$ cat config.mk
export PLATFORM = sky130hd
export DESIGN_NAME = recovery_rom_arbiter
export DESIGN_NICKNAME = d
export VERILOG_FILES = /design/src/rtl/recovery_rom_arbiter.sv
export SDC_FILE = /design/constraint.sdc
export NUM_CORES = 1
export LEC_CHECK = 0
export ABC_AREA = 1
export CELL_PAD_IN_SITES_DETAIL_PLACEMENT = 2
export CELL_PAD_IN_SITES_GLOBAL_PLACEMENT = 2
export CORE_UTILIZATION = 10
export DETAILED_ROUTE_END_ITERATION = 10
export HOLD_SLACK_MARGIN = 0.05
export PLACE_DENSITY = 0.95
export SYNTH_ARGS = -nofsm -noshare
export SYNTH_HDL_FRONTEND = slang
export SYNTH_SLANG_ARGS = --single-unit
$ cat constraint.sdc
create_clock -name clk_i -period 1.27 [get_ports clk_i]
set_input_delay 0.254 -clock clk_i [delete_from_list [all_inputs] [get_ports clk_i]]
set_output_delay 0.254 -clock clk_i [all_outputs]
set_load 0.01 [all_outputs]
$ cat src/rtl/recovery_rom_arbiter.sv
// Round-robin arbiter sharing the single-ported recovery ROM between
// NUM_REQ fetch requesters. Grant is combinational; the response (rvalid,
// rdata, range error) comes back one cycle later, in grant order.

// Per-requester address rebasing and ROM window range check.
module rra_lane #(
   parameter logic [31:0] ROM_BASE = 32'h0000_0000,
   parameter int          ROM_SIZE = 32
) (
   input  logic [31:0] addr,
   output logic [31:0] rom_addr,
   output logic        oor
);
   // Window size in bytes, one bit wider so a 4 GiB window cannot wrap.
   localparam logic [32:0] LIMIT = 33'(4 * ROM_SIZE);

   // Offset into the ROM; bits [1:0] pass through untouched.
   assign rom_addr = addr - ROM_BASE;

   // Below the base or at/after the end of the window is a range error.
   assign oor = (addr < ROM_BASE) || ({1'b0, rom_addr} >= LIMIT);
endmodule

module recovery_rom_arbiter #(
   parameter int          NUM_REQ  = 2,
   parameter logic [31:0] ROM_BASE = 32'h0000_0000,
   parameter int          ROM_SIZE = 32
) (
   input  logic                  clk_i,
   input  logic                  rst_ni,
   input  logic [NUM_REQ-1:0]    req_i,
   input  logic [NUM_REQ*32-1:0] addr_i,
   output logic [NUM_REQ-1:0]    gnt_o,
   output logic [NUM_REQ-1:0]    rvalid_o,
   output logic [31:0]           rdata_o,
   output logic                  err_o,
   output logic                  rom_req_o,
   output logic [31:0]           rom_addr_o,
   input  logic [31:0]           rom_rdata_i
);
   localparam int IDX_W = (NUM_REQ > 1) ? $clog2(NUM_REQ) : 1;

   typedef logic [IDX_W-1:0] idx_t;

   // One-stage response register: who was granted and whether it missed the ROM.
   typedef struct packed {
      logic valid;
      logic err;
      idx_t gidx;
   } rsp_t;

   logic [NUM_REQ-1:0][31:0] lane_addr;
   logic [NUM_REQ-1:0][31:0] lane_rom_addr;
   logic [NUM_REQ-1:0]       lane_oor;

   idx_t rr_q;
   idx_t gidx_d;
   idx_t rr_next;
   logic found;
   rsp_t rsp_q;

   assign lane_addr = addr_i;

   genvar g;
   generate
      for (g = 0; g < NUM_REQ; g++) begin : g_lane
         rra_lane #(
            .ROM_BASE (ROM_BASE),
            .ROM_SIZE (ROM_SIZE)
         ) u_lane (
            .addr     (lane_addr[g]),
            .rom_addr (lane_rom_addr[g]),
            .oor      (lane_oor[g])
         );
      end
   endgenerate

   // Cyclic search for the first active request at or after rr_q.
   always_comb begin
      int   idx;
      idx_t cand;
      gnt_o  = '0;
      gidx_d = '0;
      found  = 1'b0;
      idx    = 0;
      cand   = '0;
      for (int i = 0; i < NUM_REQ; i++) begin
         idx = int'(rr_q) + i;
         if (idx >= NUM_REQ) idx = idx - NUM_REQ;
         cand = idx_t'(idx);
         if (!found && req_i[cand]) begin
            found  = 1'b1;
            gidx_d = cand;
         end
      end
      if (found) gnt_o[gidx_d] = 1'b1;
   end

   // Winner's successor becomes top priority next cycle.
   assign rr_next = (gidx_d == idx_t'(NUM_REQ - 1)) ? '0 : gidx_d + idx_t'(1);

   // ROM access is the granted slice, rebased; zero when idle.
   assign rom_req_o  = found;
   assign rom_addr_o = found ? lane_rom_addr[gidx_d] : '0;

   // Pointer update and response capture; reset discards any in-flight read.
   always_ff @(posedge clk_i or negedge rst_ni) begin
      if (!rst_ni) begin
         rr_q  <= '0;
         rsp_q <= '0;
      end else begin
         if (found) rr_q <= rr_next;
         rsp_q.valid <= found;
         rsp_q.err   <= found & lane_oor[gidx_d];
         rsp_q.gidx  <= gidx_d;
      end
   end

   // Route the ROM data back to the requester granted last cycle.
   always_comb begin
      rvalid_o = '0;
      if (rsp_q.valid) rvalid_o[rsp_q.gidx] = 1'b1;
      rdata_o = (rsp_q.valid && !rsp_q.err) ? rom_rdata_i : '0;
      err_o   = rsp_q.valid & rsp_q.err;
   end

   // Grant and response vectors are never more than one-hot.
   a_gnt_onehot : assert property (@(posedge clk_i) disable iff (!rst_ni) $onehot0(gnt_o));
   a_rv_onehot  : assert property (@(posedge clk_i) disable iff (!rst_ni) $onehot0(rvalid_o));
endmodule

---- Yosys cells after proc, flatten, opt, wreduce, memory -nomap -nowiden ----
Cells that the tools add are included.
W data, S select, Z words.
operators by class
  add/sub/neg operators ................... 4
  multiplexer cells ....................... 23
  reduce and logical (&&, ||, !) cells .... 8
  $lt $le $gt $ge ......................... 12
  bitwise gates (word level) .............. 2
operator list
  kind                   count
  $mux W32               4
  $ge A32 B8 Y1 const B  2
  $lt A32 B1 Y1 const B  2
  $mux W1                15
  $lt A1 B2 Y1 const B   4
  $logic_and A1 B1 Y1    4
  $mux W2                2
  $add A1 B1 Y2 const B  1
  $and A1 B1 Y1          2
  $demux W1 S1           2
  $ge A1 B1 Y1 const B   2
  $ge A1 B2 Y1 const B   1
  $ge A2 B2 Y1 const B   1
  $logic_not A1 Y1       2
  $logic_or A1 B1 Y1     2
  $sub A1 B1 Y1 const B  2
  $add A1 B1 Y1 const B  1
storage, ports and cells
  bits of input ports ..................... 100
  bits in registers ....................... 4
  logic and storage cells ................. 53

---- Logic depth before layout (Yosys ltp) ----
Gate-level depths: netlist of run 1.
  depth in word-level cells ............... 13
  gate-level depth with buffers ........... 8
  mapped depth without buffers ............ 8

---- Modules after synthesis ----
From an unflattened synthesis of run 1, not the netlist that was laid out.
second synthesis, totals
  cell total of the unflattened synthesis .. 307
  area, all modules ....................... 1652.8 um^2
modules (own cells, without submodules)
  module                area each (um^2)  times used  sequential area each (um^2)  cells each
  recovery_rom_arbiter  994.7             1           100.1                        197
  rra_lane              329.1             2           0.0                          55

---- Worst setup path after synthesis of run 1 ----
OpenSTA, ideal clock, no wires.
  path kind ............................... flip-flop to output port
  from .................................... reg rr_q
  to ...................................... out rom_addr_o[12]
  arrival time ............................ 1.136 ns
  slack ................................... -0.120 ns
  cell stages (with the launch flop) ...... 7
  required time ........................... 1.016 ns
  path through ............................ dfrtp_1 -> inv_1 -> nand2_1 -> nand2_4 -> nand2_4 -> buf_2 -> o22ai_1
between the ends
  longest elaborated chain between the ends .. 11
  elaborated cells on any way between the ends .. 20
  those cells by class .................... add/sub: 3; order compare: 2; mux: 13; reduce/logical: 2
ends and longest elaborated chain
  element                                        line  source
  start, declared                                56    idx_t rr_q;
  start signal, assigned                         112   if (found) rr_q <= rr_next;
  $ge A1 B2 Y1 or $sub A1 B1 Y1 (tied branches)  89    if (idx >= NUM_REQ) idx = idx - NUM_REQ;
  $mux W1                                        89
  $mux W1 (not written as such) (2 in series)    91    if (!found && req_i[cand]) begin
  $mux W1                                        91
  $logic_not A1 Y1                               91
  $logic_and A1 B1 Y1                            91
  $mux W1                                        91
  $mux W32 (not written as such) (2 in series)   104   assign rom_addr_o = found ? lane_rom_addr[gidx_d] : '0;
  $mux W32 *                                     104
  end, declared                                  38    output logic [31:0] rom_addr_o,
Every way passes the cells marked *; elsewhere a longest branch is shown, timed or not. The select of a mux whose other input is x is not followed.

---- Final worst setup path of run 1 ----
  from .................................... reg rr_q
  to ...................................... out rom_addr_o[6]
The elaborated chain is that of the path after synthesis.

==> results of run 1 <==
[layer usage]
metal	part of all wire, %	vias up	wire [µm]
li1	-	1088	-
met1	34	1088	3085
met2	57	116	5159
met3	7.1	8	639
met4	1.1	0	98
met5	0	-	0
[flip-flops by register name (all words and copies together) (netlist names)]
signal  cells
rr_q        1
rsp_q       3
[timing repair]
item,CTS,global route
buffers inserted,13,4
gates cloned,3,2
setup endpoints to repair,71,69
gates resized for setup,348,54
pin swaps,8,9
[final cells by class]
type                    count  area (µm²)  area share (%)
clock buffers               3       41.29           1.076
multi-input cells         130        1064           27.71
flip-flops and latches      4       100.1           2.608
well taps                 136       170.2           4.434
repair buffers            232        2166           56.44
repair inverters            2       20.02          0.5217
inverters                  71       276.5           7.206
[power groups by stage]
stage | combinational [mW] | sequential [mW] | clock [mW]
CTS | 1.29 | 0.143 | 0.275
detailed placement | 1.29 | 0.144 | 0
global placement | 1.24 | 0.143 | 0
global route | 1.50 | 0.144 | 0.286
finish | 1.40 | 0.143 | 0.263
floorplan | 0.444 | 0.143 | 0
[synth_stat cells]
cell type	instances	area share [%]
nand3_1	5	2.4
nand4_1	1	0.60
nor2_1	55	20
o21ai_0	6	2.9
inv_6	1	0.83
a21boi_0	1	0.72
dfrtp_1	4	9.5
a22o_1	11	9.2
nand2_4	2	2.1
a21boi_4	1	1.8
or2_2	1	0.60
buf_8	1	1.4
buf_2	5	2.4
nand2_1	30	11
buf_4	1	0.72
o21ai_1	4	1.9
clkbuf_1	1	0.36
o22ai_1	12	7.2
inv_1	70	25
[critical path: cells and delay by family (launching register included)]
family                 cells  cell delay, ps
AOI/OAI and AO/OA          2             250
DFF                        1             370
buffers and inverters      5             580
[logic make-up (layout without fill, tap and decap cells)]
| family | Yosys count | count (layout) | synth area share (%) |
|---|---|---|---|
| compound gates | 35 | 35 | 23.60 |
| buf+inv | 79 | 308 | 30.75 |
| flops | 4 | 4 | 9.536 |
| simple gates | 94 | 95 | 36.12 |
[worst max-delay path by stage]
stage	start	to	slack (ps)	cells after the start
2_1_floorplan	rr_q	rom_addr_o[23]	-100	7
3_3_place_gp	req_i[0]	rom_addr_o[31]	-920	7
3_5_place_dp	req_i[0]	rom_addr_o[3]	-990	7
4_1_cts	rr_q	rom_addr_o[3]	-430	7
5_1_grt	rsp_q[2]	rdata_o[1]	-450	6
6_report	rr_q	rom_addr_o[6]	-400	7
[per-stage QoR]
stage	power, mW	setup WS [ps]	cell area [µm²]	hold slack (ps)	setup TNS (ps)
floorplan	0.5871	-104.8	1306	-41.59	-1569
global route	1.931	-452.9	3837	257.6	-25540
finish	1.810	-402.2	3837	247.3	-21030
global placement	1.380	-921.7	3507	464.3	-44560
detailed placement	1.436	-985.4	3507	476.0	-48510
CTS	1.713	-428.0	3552	248.2	-21740
==> impl_metrics.ini, run 1 <==
[timing]
final_hold_viol_count = 0
clock_skew_ps = 1.784
max_freq_mhz = 598.0
tightest_slew_ps = 194.1
rsz0062_at_grt = true
period_share_pct = 131.7
slew_headroom_pct = 87.02
setup_viol_count_final = 69
slew_violations = 0
setup_slack_ps = -402.2
fin_crit_ps = 1672

[clock_tree]
clockRootBuffer = clkbuf_8
cts_buffer_depth = 2
cts.reportedPaths.clkPinSlew_ps = 30
cts_buffers = 3
cts_hold_buf = 0
tritoncts = done
clock-sinks = 4
cts_htree_levels = 1
clock_latency_ps = 210

[global_route]
antenna_found_initial = 0
met3_usage_pct = 3.822
grt_pass1_wl_mm = 13.70
met2_usage_pct = 33.11
grt_pass1_vias = 2689
grt_remaining_overflow = 0
grt_util_met1_pct = 15.56
grt_use_total_pct = 15.94
grt_max_degree = 19
busiest_layer = met2

[layout]
fin_util_pct = 37.51
drive_gt1_share_pct = 49.10
final_cells = 578
nNetsFinal = 544
fillers = 1171
antenna_cells = 0
synthToLayoutAreaGrowth_pct = 265.6
final_cell_mix = clkdlybuf4s50_1, inv_1, buf_4, buf_6, buf_2
layout_commonest_cell = clkdlybuf4s50_1

[power_and_ir_drop]
leakage_nw = 1.898
pwr-share-clk_pct = 14.5
seqPwrFrac_pct = 7.9
pwr-share-comb_pct = 77.6
power_density_mw_per_mm2 = 471.7
sw_frac_of_total_pct = 37.70
peakVddDrop_uv = 226.0
p_sw_mw = 0.6824
intPower_mw = 1.128

[die]
dieArea_mm2 = 0.01091
die_width_um = 104.5
ioPinCount = 170
initial_core_util_pct = 10.26
die_height_um = 104.5
core_mm2 = 0.01023
rows = 37

[synthesis]
syn_inst = 212
synth_nets = 312
syn_avg_cell_area_um2 = 4.952
synth_seq_area_share_pct = 9.535
yosys_warnings = 0
ys_types = 19
synth.cell_area_mm2 = 0.001050
synth_seq_cells = 4

[drt]
drt_iter0_drc = 32
routed_wl_mm = 8.982
dr.pass1.iters = 4
vias = 2300
wl_per_cell_um = 15.54
viasPerCell = 3.979
drc = 0
drt.antenna.violating_nets = 0

[place]
placement.io_buffers = 169
hpwl_mm = 7.248
place_congestion = 0.7754
dp.cells = 557

[setup_path]
rr_endpoint = rsp_q[1]
critical_path.max_stage_delay_ps = 370
slowest_stage = dfrtp_1
r2r_slack_ps = -300
crit_path_end_kind = primary output
cp.required_ps = 1020
crit_fanout = 6
reg2regPathDepth = 12
start_kind = register
arrival_ps = 1420
worst-setup-path-type = reg -> out
r2r-start = rr_q
path_cells = inv_2 -> buf_6 -> a21boi_4 -> buf_12 -> buf_8 -> a22o_1 -> buf_2

[flow_run]
max-cap-violations = 0

[run_status]
outcome = complete, but fails checks
violations = negative setup slack

[hold_path]
hp-class = in -> async
Note: power is estimated with default switching activity, not from simulation.
==> run 2, diff against run 1 <==
--- a/config.mk
+++ b/config.mk
@@ -12,6 +12,7 @@
 export DETAILED_ROUTE_END_ITERATION = 10
 export HOLD_SLACK_MARGIN = 0.05
 export PLACE_DENSITY = 0.95
+export SLEW_MARGIN = 20
 export SYNTH_ARGS = -nofsm -noshare
 export SYNTH_HDL_FRONTEND = slang
 export SYNTH_SLANG_ARGS = --single-unit
==> results of run 2 <==
Final layout, timing and power as in run 1 (identical DEF).
==> run 3, diff against run 2 <==
--- a/config.mk
+++ b/config.mk
@@ -8,6 +8,7 @@
 export ABC_AREA = 1
 export CELL_PAD_IN_SITES_DETAIL_PLACEMENT = 2
 export CELL_PAD_IN_SITES_GLOBAL_PLACEMENT = 2
+export CORE_MARGIN = 5
 export CORE_UTILIZATION = 10
 export DETAILED_ROUTE_END_ITERATION = 10
 export HOLD_SLACK_MARGIN = 0.05
==> run 3 against run 2 <==
Against the previous run: the flow still finishes with violations (negative setup slack); register-to-register slack gained 160 ps; clock power barely moved; maximum frequency is 2.4% lower; worst setup slack lost 41 ps; die area increased by 16%; critical path depth unchanged; total power is 0.59% lower; worst hold slack improved by 0.91 ps; design area grew 0.55%; sequential cell count is the same; non-clock buffer count up 6; sequential power is essentially flat; highest routed layer unchanged.
==> impl_metrics.ini, run 3 (synthesized netlist as in run 1, its figures left out) <==
[drt]
vias = 2286
drt.antenna.violating_nets = 0
drt_iter0_drc = 66
dr.pass1.iters = 3
viasPerCell = 3.928
routed_wl_mm = 9.983
wl_per_cell_um = 17.15
drc = 0

[run_status]
violations = negative setup slack
outcome = complete, but fails checks

[global_route]
antenna_found_initial = 0
grt_pass1_vias = 2719
grt_remaining_overflow = 0
grt_max_degree = 19
grt_pass1_wl_mm = 15.05
grt_use_total_pct = 14.88

[setup_path]
worst-setup-path-type = reg -> out
slowest_stage = dfrtp_1
critical_path.max_stage_delay_ps = 370
reg2regPathDepth = 11
crit_fanout = 7
timing.critical_path.buf_inv = 5
cpLargestDelayFamily = buffers and inverters
arrival_ps = 1460
r2r-start = rr_q
path_cells = inv_2 -> buf_4 -> a21boi_4 -> buf_12 -> buf_4 -> a22o_1 -> buf_2
cp.required_ps = 1020
crit_path_end_kind = primary output
crit_top_cell = buf_4
rr_endpoint = rsp_q[1]
r2r_slack_ps = -140
start_kind = register

[clock_tree]
cts_buffer_depth = 2
clock-sinks = 4
tritoncts = done
cts_buffers = 3
cts_hold_buf = 0
clockRootBuffer = clkbuf_8
clock_latency_ps = 210
cts.reportedPaths.clkPinSlew_ps = 30
cts_htree_levels = 1

[layout]
stdcell_area_mm2 = 0.003859
layout_commonest_cell = clkdlybuf4s50_1
fillers = 1171
reg_top3 = rsp_q: 3 flops, rr_q: 1 flops
nNetsFinal = 548
regMostFlops = rsp_q
antenna_cells = 0
drive_gt1_share_pct = 45.74
final_cell_mix = clkdlybuf4s50_1, inv_1, buf_4, buf_6, nor2_4
synthToLayoutAreaGrowth_pct = 267.6
largest_reg_flops = 3

[place]
placedInstanceArea_mm2 = 0.003497
place_congestion = 0.7860
pre_cts_ws_ps = -1029
placement.io_buffers = 169
hpwl_mm = 8.067

[timing]
rsz0062_at_grt = true
clock_skew_ps = 0.08661
slew_headroom_pct = 84.09
slew_violations = 0
final_hold_viol_count = 0
fin_crit_ps = 1713
setup_viol_count_final = 67
max_freq_mhz = 583.6
setup_slack_ps = -443.5
tightest_slew_ps = 238.7
period_share_pct = 134.9

[die]
dieArea_mm2 = 0.01265
die_width_um = 112.5
rows = 37
core_mm2 = 0.01028
initial_core_util_pct = 10.21
ioPinCount = 170
die_height_um = 112.5

[power_and_ir_drop]
peakVddDrop_uv = 167.3
p_total_mw = 1.800
sw_frac_of_total_pct = 36.97
pwr-share-clk_pct = 14.5
pwr-share-comb_pct = 77.6
leakage_nw = 1.906
seqPwrFrac_pct = 7.9
intPower_mw = 1.134
power_density_mw_per_mm2 = 466.4
p_sw_mw = 0.6653

[flow_run]
max-cap-violations = 0

[hold_path]
hp-class = in -> async
run 3: changes by cell type in the layout (fill, tap and decap cells not counted), sizes merged:
cell           before  now
clkbuf              4    3
clkdlybuf4s15       0    3
nand2              33   32
inv                73   72
dlygate4sd2         0    4
run 3: area by class of cell:
type	instances	area, µm²	area share (%)
clock buffer	3	41.29	1.070
inverter	71	274.0	7.101
multi-input combinational	129	997.2	25.84
sequential	4	100.1	2.594
tap	136	170.2	4.410
timing repair buffer	238	2267	58.75
timing repair inverter	1	8.758	0.2270
run 3: worst reg2reg max path: stages (launching register included):
cell and delay (ps):
dfrtp_1 330, inv_2 50, buf_4 140, a21boi_4 140, buf_12 140, buf_8 100
buf_6 90, nand2_1 50, nor2_1 80, nand2_1 70, nand2_2 70, nor2_2 40
run 3: timing repair:
item	CTS	global route
endpoints found under the setup margin	71	68
buffers inserted	17	3
resized for setup	334	42
gates cloned	3	0
pin swaps	10	6
run 3: power groups by stage:
stage,clock network [mW],logic [mW],registers (mW)
global placement,0,1.24,0.143
finish,0.261,1.40,0.143
global route,0.282,1.50,0.144
floorplan,0,0.444,0.143
CTS,0.273,1.35,0.143
detailed placement,0,1.30,0.144
run 3: layer usage:
metal  part of all wire (%)  global-route usage (%)
met5                      0                       0
met1                     37                   15.59
met4                    1.2                   3.205
met3                    6.6                   3.558
met2                     55                   29.64
run 3: stage by stage:
step | hold slack (ps) | setup TNS (ps) | std cells | utilization (%)
floorplan | -41.59 | -1569 | 212 | -
global placement | 483.4 | -45890 | 559 | 34.03
detailed placement | 476.8 | -48160 | 559 | 34.03
CTS | 249.8 | -23780 | 581 | 35.70
global route | 260.9 | -27290 | 582 | 37.55
finish | 248.2 | -22360 | 582 | 37.55
run 3: how the worst max path moves through the flow:
stage	slack (ps)	start	to	cells past startpoint
6_report	-440	rr_q	rom_addr_o[6]	7
5_1_grt	-520	rr_q	rom_addr_o[25]	8
4_1_cts	-460	rr_q	rom_addr_o[25]	8
3_5_place_dp	-1030	req_i[0]	rom_addr_o[19]	8
3_3_place_gp	-950	req_i[0]	rom_addr_o[18]	8
2_1_floorplan	-100	rr_q	rom_addr_o[23]	7
